## config.mk

```make
export PLATFORM = sky130hd
export DESIGN_NAME = seg_display_scan_flat
export DESIGN_NICKNAME = d
export VERILOG_FILES = /design/src/rtl/seg_display_scan_if.sv /design/src/rtl/seg_display_scan.sv /design/src/flat_wrapper.sv
export SDC_FILE = /design/constraint.sdc
export NUM_CORES = 1
export LEC_CHECK = 0
export CAP_MARGIN = 15
export CORE_ASPECT_RATIO = 1.75
export CORE_UTILIZATION = 53
export CTS_CLUSTER_SIZE = 24
export DETAILED_ROUTE_END_ITERATION = 10
export GPL_ROUTABILITY_DRIVEN = 0
export PLACE_DENSITY = 0.82
export RECOVER_POWER = 50
export SKIP_CTS_REPAIR_TIMING = 1
export SYNTH_ARGS = -nofsm -noshare
export SYNTH_HDL_FRONTEND = slang
export SYNTH_SLANG_ARGS = --single-unit
```

## constraint.sdc

```tcl
create_clock -name clk -period 5.1 [get_ports clk]
set_input_delay 1.02 -clock clk [delete_from_list [all_inputs] [get_ports clk]]
set_output_delay 1.02 -clock clk [all_outputs]
set_load 0.02 [all_outputs]
```

## src/rtl/seg_display_scan_if.sv

```systemverilog
// seg_display_scan_if: time digits and adjust mode in, segment/digit drive out
interface seg_display_scan_if;
  logic [3:0] h_ten, h_one, m_ten, m_one, s_ten, s_one;
  logic [1:0] adjust_mode;
  logic [7:0] seg;
  logic [5:0] dig_en;
  modport master(output h_ten, h_one, m_ten, m_one, s_ten, s_one, adjust_mode, input seg, dig_en);
  modport slave(input h_ten, h_one, m_ten, m_one, s_ten, s_one, adjust_mode, output seg, dig_en);
endinterface

```

## src/rtl/seg_display_scan.sv

```systemverilog
// seg_display_scan: multiplexed 6-digit 7-segment driver with blinking of the field being adjusted
module seg_display_scan #(
  parameter int SCAN_DIV = 50000,
  parameter int BLINK_DIV = 25000000,
  parameter bit ACTIVE_LOW = 1'b0
) (
  input logic clk,
  input logic rst,
  seg_display_scan_if.slave bus
);
  localparam int SW = $clog2(SCAN_DIV);
  localparam int BW = $clog2(BLINK_DIV);
  logic [SW-1:0] scan_cnt;
  logic [2:0] idx;
  logic [BW-1:0] blink_cnt;
  logic blink_phase;
  logic [1:0] prev_mode;
  logic scan_wrap, blink_wrap, mode_change, blank;
  logic [3:0] digit;
  logic [6:0] glyph;
  logic [7:0] seg_n;
  logic [5:0] dig_n;
  always_comb begin
    scan_wrap = scan_cnt == SW'(SCAN_DIV - 1);
    blink_wrap = blink_cnt == BW'(BLINK_DIV - 1);
    mode_change = bus.adjust_mode != prev_mode;
    digit = idx == 3'd0 ? bus.s_one : idx == 3'd1 ? bus.s_ten : idx == 3'd2 ? bus.m_one :
            idx == 3'd3 ? bus.m_ten : idx == 3'd4 ? bus.h_one : bus.h_ten;
    glyph = 7'h40;
    case (digit)
      4'd0: glyph = 7'h3F;
      4'd1: glyph = 7'h06;
      4'd2: glyph = 7'h5B;
      4'd3: glyph = 7'h4F;
      4'd4: glyph = 7'h66;
      4'd5: glyph = 7'h6D;
      4'd6: glyph = 7'h7D;
      4'd7: glyph = 7'h07;
      4'd8: glyph = 7'h7F;
      4'd9: glyph = 7'h6F;
      default: glyph = 7'h40;
    endcase
    // a mode change restarts the blink visible, so the new field is never blanked in that cycle
    blank = blink_phase && !mode_change && bus.adjust_mode != 2'd0 && idx[2:1] == bus.adjust_mode - 2'd1;
    seg_n = {idx == 3'd2 || idx == 3'd4, blank ? 7'd0 : glyph};
    dig_n = 6'd1 << idx;
  end
  always_ff @(posedge clk or posedge rst)
    if (rst) begin
      scan_cnt <= '0;
      idx <= '0;
      blink_cnt <= '0;
      blink_phase <= 1'b0;
      prev_mode <= 2'd0;
      bus.seg <= {8{ACTIVE_LOW}};
      bus.dig_en <= {6{ACTIVE_LOW}};
    end else begin
      scan_cnt <= scan_wrap ? '0 : scan_cnt + 1'b1;
      idx <= scan_wrap ? (idx == 3'd5 ? 3'd0 : idx + 3'd1) : idx;
      blink_cnt <= mode_change || blink_wrap ? '0 : blink_cnt + 1'b1;
      blink_phase <= mode_change ? 1'b0 : blink_phase ^ blink_wrap;
      prev_mode <= bus.adjust_mode;
      bus.seg <= seg_n ^ {8{ACTIVE_LOW}};
      bus.dig_en <= dig_n ^ {6{ACTIVE_LOW}};
    end
endmodule

```

## src/flat_wrapper.sv

```systemverilog
// flat-port wrapper written by rule: the top's interface ports become plain ports
module seg_display_scan_flat 
#(
  parameter int SCAN_DIV = 50000,
  parameter int BLINK_DIV = 25000000,
  parameter bit ACTIVE_LOW = 1'b0
)
  (clk, rst, bus_h_ten, bus_h_one, bus_m_ten, bus_m_one, bus_s_ten, bus_s_one, bus_adjust_mode, bus_seg, bus_dig_en);
  seg_display_scan_if bus_i ();
  input logic clk;
  input logic rst;
  input wire logic [$bits(bus_i.h_ten)-1:0] bus_h_ten;
  input wire logic [$bits(bus_i.h_one)-1:0] bus_h_one;
  input wire logic [$bits(bus_i.m_ten)-1:0] bus_m_ten;
  input wire logic [$bits(bus_i.m_one)-1:0] bus_m_one;
  input wire logic [$bits(bus_i.s_ten)-1:0] bus_s_ten;
  input wire logic [$bits(bus_i.s_one)-1:0] bus_s_one;
  input wire logic [$bits(bus_i.adjust_mode)-1:0] bus_adjust_mode;
  output wire logic [$bits(bus_i.seg)-1:0] bus_seg;
  output wire logic [$bits(bus_i.dig_en)-1:0] bus_dig_en;
  assign bus_i.h_ten = bus_h_ten;
  assign bus_i.h_one = bus_h_one;
  assign bus_i.m_ten = bus_m_ten;
  assign bus_i.m_one = bus_m_one;
  assign bus_i.s_ten = bus_s_ten;
  assign bus_i.s_one = bus_s_one;
  assign bus_i.adjust_mode = bus_adjust_mode;
  assign bus_seg = bus_i.seg;
  assign bus_dig_en = bus_i.dig_en;
  seg_display_scan #(.SCAN_DIV(SCAN_DIV), .BLINK_DIV(BLINK_DIV), .ACTIVE_LOW(ACTIVE_LOW)) u_core (.clk(clk), .rst(rst), .bus(bus_i));
endmodule
```

==> results of run 1 <==
## metrics by stage
stage / power, uW / util [%] / cells / setup slack, ps
final: 1010 / 67.5 / 441 / 2060
after global routing: 1050 / 67.5 / 441 / 1870
after CTS: 1020 / 67.5 / 441 / 2100
after detailed placement: 587 / 63.9 / 425 / 1820
after global placement: 586 / 63.9 / 425 / 1920
after floorplan: 545 / - / 317 / 2470
## logic make-up after synthesis
group                    Yosys count  synth area share, %
AO/OA/AOI/OAI                     32                 7.64
XOR/XNOR                          42                 11.6
adder cells (fa/ha/maj)            9                 3.56
buffers and inverters             29                 4.08
flip-flops                        61                 48.3
multiplexers                       6                 1.94
AND/OR/NAND/NOR                  138                 22.9
## sequential cells by signal, indices dropped and copies added, names as in the netlist
| signal | count |
|---|---|
| u_core.blink_cnt | 25 |
| u_core.blink_phase | 1 |
| u_core.bus.dig_en | 6 |
| u_core.bus.seg | 8 |
| u_core.idx | 3 |
| u_core.prev_mode | 2 |
| u_core.scan_cnt | 16 |
## worst max-delay path, delay by kind of cell (launching register included)
family          cells  cell delay (ps)
buf+inv             2              270
fa+ha+maj           2              550
simple gates        2              790
compound gates      3              630
flops               1              650
## cells in the mapped netlist, types with 4 or more instances
cell type	instances	area share [%]
dfrtp_1	61	48
nor2_1	45	5.3
xnor2_1	24	6.6
nand3_1	20	3.2
inv_1	18	2.1
xor2_1	18	5.0
nand2_1	16	1.9
ha_1	9	3.6
nor4_1	9	1.8
nor3_1	8	1.3
buf_2	7	1.1
and3_1	6	1.2
nand4_1	6	1.2
mux2i_1	5	1.6
nor2b_1	5	0.99
o21ai_0	5	0.79
a21oi_1	4	0.63
nand4b_1	4	1.1
## final timing paths
kind	to	slack, ps	depth (start not counted)
worst max-delay path	u_core.bus.seg[0]$_DFF_PP0_	2060	9
worst min-delay path	u_core.scan_cnt[0]$_DFF_PP0_	490	1
worst max register to register	u_core.bus.seg[0]$_DFF_PP0_	2060	9
worst min register to register	u_core.scan_cnt[0]$_DFF_PP0_	490	1
max in group asynchronous	u_core.prev_mode[1]$_DFF_PP0_	3270	3
min in group asynchronous	u_core.blink_cnt[5]$_DFF_PP0_	1350	3
## where the power goes
group	total (uW)	internal [uW]	switching (uW)
sequential	496	491	4.65
combinational	82.5	39.4	43.2
clock	432	253	179
## area by class of cell
type | count | share of cell area [%]
well taps | 76 | 2.48
inverters | 18 | 1.76
multi-input cells | 227 | 39.5
clock buffers | 13 | 4.15
repair buffers | 43 | 11.1
flip-flops and latches | 61 | 39.9
clock inverters | 3 | 1.14
## routing by layer
layer / wire (um) / share of wire [%]
met1: 2690 / 41
met5: 0 / 0
met4: 84 / 1.3
met2: 3530 / 54
met3: 213 / 3.3
==> impl_metrics.csv, run 1 <==
group,metric,value,unit
timing,grt_setup_unrepaired,"no",
setup_path,r2r_start,"u_core.idx[2]$_DFFE_PP0N_",
setup_path,critPathKind,"reg -> reg",
power_and_ir_drop,power.density,264,mW/mm^2
timing,relSlewSlack,51.1,%
final_layout,final_common_cell,"dfrtp_1",
setup_path,cp-start-kind,"register",
job,maxCapViolCount,0,
final_layout,fillerInstances,465,
global_routing,grt_use_total,23.7,%
floorplan,initial_utilization,55.7,%
route,route.vias.total,2469,
clocking,worstSkewPairLatency,330,ps
timing,finalSetupViolCount,0,
final_layout,multi_input_area,0.00151,sq mm
clocking,htree_levels,3,
global_routing,use_met1,30.3,%
route,routed_wl,6520,um
global_routing,antenna_found_initial,0,
timing,clock.fmax,328,MHz
timing,period_minus_slack,3040,ps
logic_synthesis,yosysUniqueCellTypes,51,
route,ant_nets,0,
route,dr.pass1.iters,4,
timing,holdWs,487,ps
route,via_per_inst,5.60,
power_and_ir_drop,ir_drop,0.000201,V
power_and_ir_drop,leakage,0.00161,uW
global_routing,grt_overflow,0,
setup_path,worstSetupEndpointType,"register",
setup_path,path_cells,"inv_1 > ha_1 > a21o_1 > a211oi_1 > or2_2 > inv_1 > ha_1 > or4_1 > o311ai_0",
global_routing,grt_use_met3,4.85,%
global_routing,grt_pass1_vias,2486,
place,port_buffers,41,
final_layout,seqCellArea,0.00153,sq mm
logic_synthesis,seq_area_frac_synth,48.3,%
logic_synthesis,netlist_instances,317,
floorplan,die_area,0.00629,sq mm
global_routing,busiest_layer,"met2",
floorplan,num_rows,36,
timing,post-route-period-util,59.7,%
setup_path,required,5280,ps
global_routing,grt_max_degree,62,
setup_path,crit_start,"u_core.idx[2]$_DFFE_PP0N_",
place,hpwl,4570,um
global_routing,grt_pass1_wl,11300,um
final_layout,drive_gt1_share,6.85,%
status,status,"completed",
clocking,path_clk_slew,70,ps
timing,drv_slew,0,
logic_synthesis,netlist_area,0.00316,sq mm
final_layout,syn_to_final_growth,21.1,%
final_layout,layout.nets,397,
logic_synthesis,ys_ff_latch,61,
clocking,cts-root-buf,"clkbuf_8",
timing,finClkSkew,9.67,ps
final_layout,n_antenna_cell,0,
final_layout,design_area,0.00383,sq mm
clocking,clock_sinks,61,
floorplan,fp.dieW,60.4,um
clocking,clockBufferDepth,2,
setup_path,slowest_stage,"dfrtp_1",
timing,tightestPinTransition,733,ps
setup_path,cp_data_arrival_time,3220,ps
final_layout,final_cell_mix,"dfrtp_1, nor2_1, clkdlybuf4s50_1",
clocking,cts_buffers,9,
floorplan,dieHeight,104,um
global_routing,globalRouteMet2Util,37.8,%
setup_path,slowest_delay,650,ps
route,drtIter0Drc,153,
logic_synthesis,postSynthAreaPerCell,9.97,sq um
route,drc,0,
logic_synthesis,ys.flop_type,"dfrtp_1",
worst_hold_path,hp-class,"reg -> reg",
logic_synthesis,ys_warn_count,0,
floorplan,core,0.00568,sq mm
place,placed_area,0.00363,sq mm
timing,tns,0,ps
logic_synthesis,synth_edf_count,0,
worst_hold_path,hold_start,"u_core.scan_cnt[0]$_DFF_PP0_",
floorplan,io_pins,42,
logic_synthesis,syn-num-nets,354,
route,avgRoutedWirePerCell,14.8,um
logic_synthesis,ys_async_sr_fraction,100,%
clocking,cts_tree,"built",
timing,hold_violations,0,
setup_path,path_max_fanout,17,
No activity file was read; power rests on OpenSTA's default activity.
==> inputs of run 2 (changes only) <==
--- a/config.mk
+++ b/config.mk
@@ -7,11 +7,11 @@
 export LEC_CHECK = 0
 export CAP_MARGIN = 15
 export CORE_ASPECT_RATIO = 1.75
-export CORE_UTILIZATION = 53
+export CORE_UTILIZATION = 50
 export CTS_CLUSTER_SIZE = 24
 export DETAILED_ROUTE_END_ITERATION = 10
 export GPL_ROUTABILITY_DRIVEN = 0
-export PLACE_DENSITY = 0.82
+export PLACE_DENSITY = 0.81
 export RECOVER_POWER = 50
 export SKIP_CTS_REPAIR_TIMING = 1
 export SYNTH_ARGS = -nofsm -noshare
==> constraint.sdc (replaced) <==
create_clock -name clk -period 2.5 [get_ports clk]
set_input_delay 0.5 -clock clk [delete_from_list [all_inputs] [get_ports clk]]
set_output_delay 0.5 -clock clk [all_outputs]
set_load 0.02 [all_outputs]
==> run 2 against run 1 <==
  * Final cell count rose by 4.8%
  * Cell area rose by 4.5%
  * Clock skew fell by 4.3 ps
  * Critical path depth fell by 1
  * Combinational power rose by 110%
  * Maximum frequency rose by 26%
  * Worst hold slack got worse by 3.4 ps
  * Sequential power rose by 100%
  * Largest cell class is now multi-input combinational cells
==> impl_metrics.csv, run 2 (synthesis results as in run 1) <==
group,metric,value,unit
clocking,cts_tree,"built",
clocking,htree_levels,3,
timing,tns,0,ps
power_and_ir_drop,leakage,0.00171,uW
power_and_ir_drop,p_sw_share,23.6,%
clocking,cts_buffers,9,
setup_path,slowest_stage,"or4_1",
timing,relSlewSlack,5.13,%
place,hpwl,4860,um
power_and_ir_drop,power.density,539,mW/mm^2
route,drtIter0Drc,104,
worst_hold_path,hp-class,"reg -> reg",
clocking,path_clk_slew,70,ps
setup_path,path_max_fanout,4,
final_layout,layout.nets,414,
route,route.vias.total,2586,
setup_path,critPathKind,"reg -> reg",
final_layout,final_common_cell,"dfrtp_1",
global_routing,grt_pass1_vias,2606,
final_layout,seqCellArea,0.00153,sq mm
final_layout,n_antenna_cell,0,
floorplan,num_rows,38,
status,status,"completed",
timing,holdWs,484,ps
timing,tightestPinTransition,1420,ps
setup_path,cpLargestDelayFamily,"simple AND/OR/NAND/NOR gates",
final_layout,design_area,0.00400,sq mm
global_routing,grt_pass1_wl,11300,um
place,placed_area,0.00377,sq mm
timing,post-route-period-util,96.5,%
timing,drv_slew,0,
route,dr.pass1.iters,5,
final_layout,fillerInstances,494,
floorplan,dieHeight,107,um
setup_path,cp-start-kind,"register",
timing,finalSetupViolCount,0,
route,routed_wl,6830,um
global_routing,grt_overflow,0,
setup_path,path_buf_inv,1,
setup_path,crit_top_cell,"ha_1",
timing,finClkSkew,5.32,ps
setup_path,slowest_delay,530,ps
timing,hold_violations,0,
floorplan,initial_utilization,51.6,%
final_layout,largest_reg_flops,25,
power_and_ir_drop,pwr-share-clk,45.2,%
final_layout,final_cell_mix,"dfrtp_1, nor2_1, clkdlybuf4s50_1",
route,avgRoutedWirePerCell,14.8,um
power_and_ir_drop,power_frac_seq,46.8,%
final_layout,drive_gt1_share,12.6,%
final_layout,largest_registers,"u_core.blink_cnt x25, u_core.scan_cnt x16, u_core.bus.seg x8",
global_routing,grt_use_total,22.3,%
route,drc,0,
power_and_ir_drop,power,2160,uW
final_layout,multi_input_area,0.00153,sq mm
floorplan,fp.dieW,62.1,um
place,port_buffers,41,
power_and_ir_drop,switching_power,509,uW
global_routing,antenna_found_initial,0,
route,via_per_inst,5.60,
route,ant_nets,0,
job,maxCapViolCount,0,
power_and_ir_drop,internal-power,1650,uW
setup_path,cp_data_arrival_time,2650,ps
power_and_ir_drop,ir_drop,0.000381,V
clocking,worstSkewPairLatency,350,ps
clocking,cts-root-buf,"clkbuf_8",
timing,period_minus_slack,2410,ps
setup_path,worstSetupEndpointType,"register",
setup_path,required,2740,ps
clocking,clockBufferDepth,2,
final_layout,regMostFlops,"u_core.blink_cnt",
floorplan,die_area,0.00666,sq mm
clocking,clock_sinks,61,
power_and_ir_drop,pwr-share-comb,8.0,%
floorplan,io_pins,42,
setup_path,path_cells,"and2_1 > ha_1 > buf_4 > nor2b_1 > o32a_1 > ha_1 > or4_1 > o311ai_0",
final_layout,syn_to_final_growth,26.6,%
global_routing,grt_max_degree,62,
floorplan,core,0.00613,sq mm
timing,clock.fmax,414,MHz
-- run 2: routing by layer --
layer / part of all wire, % / up-vias / track usage (%)
met5: 0 / - / 0
met4: 3.7 / 0 / 15.0
met3: 4.0 / 21 / 6.17
met2: 54 / 84 / 40.2
met1: 38 / 1263 / 21.8
li1: - / 1218 / -
-- run 2: through the flow --
step                util (%)  setup slack, ps  instances
floorplan                  -              102        317
global placement        61.5            -71.0        446
detailed placement      61.5             -152        446
CTS                     65.2             15.7        462
global route            65.2            -26.0        462
finish                  65.2             86.6        462
-- run 2: area by class of cell --
type                    instances  share of cell area [%]
inverters                      18                    1.69
clock inverters                 7                    2.50
flip-flops and latches         61                    38.1
repair buffers                 60                    13.8
multi-input cells             227                    38.3
well taps                      80                    2.50
clock buffers                   9                    3.10
-- run 2: path summary, 6_finish.rpt --
kind                                                   start                             end  slack (ps)  cells after the start
worst min register to register  u_core.scan_cnt[0]$_DFF_PP0_    u_core.scan_cnt[0]$_DFF_PP0_         480                      1
worst max register to register     u_core.idx[1]$_DFFE_PP0N_     u_core.bus.seg[0]$_DFF_PP0_          90                      8
max in group asynchronous                                rst  u_core.blink_cnt[14]$_DFF_PP0_         570                      3
worst max-delay path               u_core.idx[1]$_DFFE_PP0N_     u_core.bus.seg[0]$_DFF_PP0_          90                      8
min in group asynchronous                                rst   u_core.blink_cnt[9]$_DFF_PP0_        1080                      3
worst min-delay path            u_core.scan_cnt[0]$_DFF_PP0_    u_core.scan_cnt[0]$_DFF_PP0_         480                      1
-- run 2: power by group through the flow --
stage | clock network, uW | logic, uW | registers [uW]
after floorplan | 0 | 72.6 | 1040
after global placement | 0 | 176 | 1030
after detailed placement | 0 | 178 | 1030
after CTS | 999 | 179 | 1010
after global routing | 1040 | 190 | 1010
final | 975 | 174 | 1010
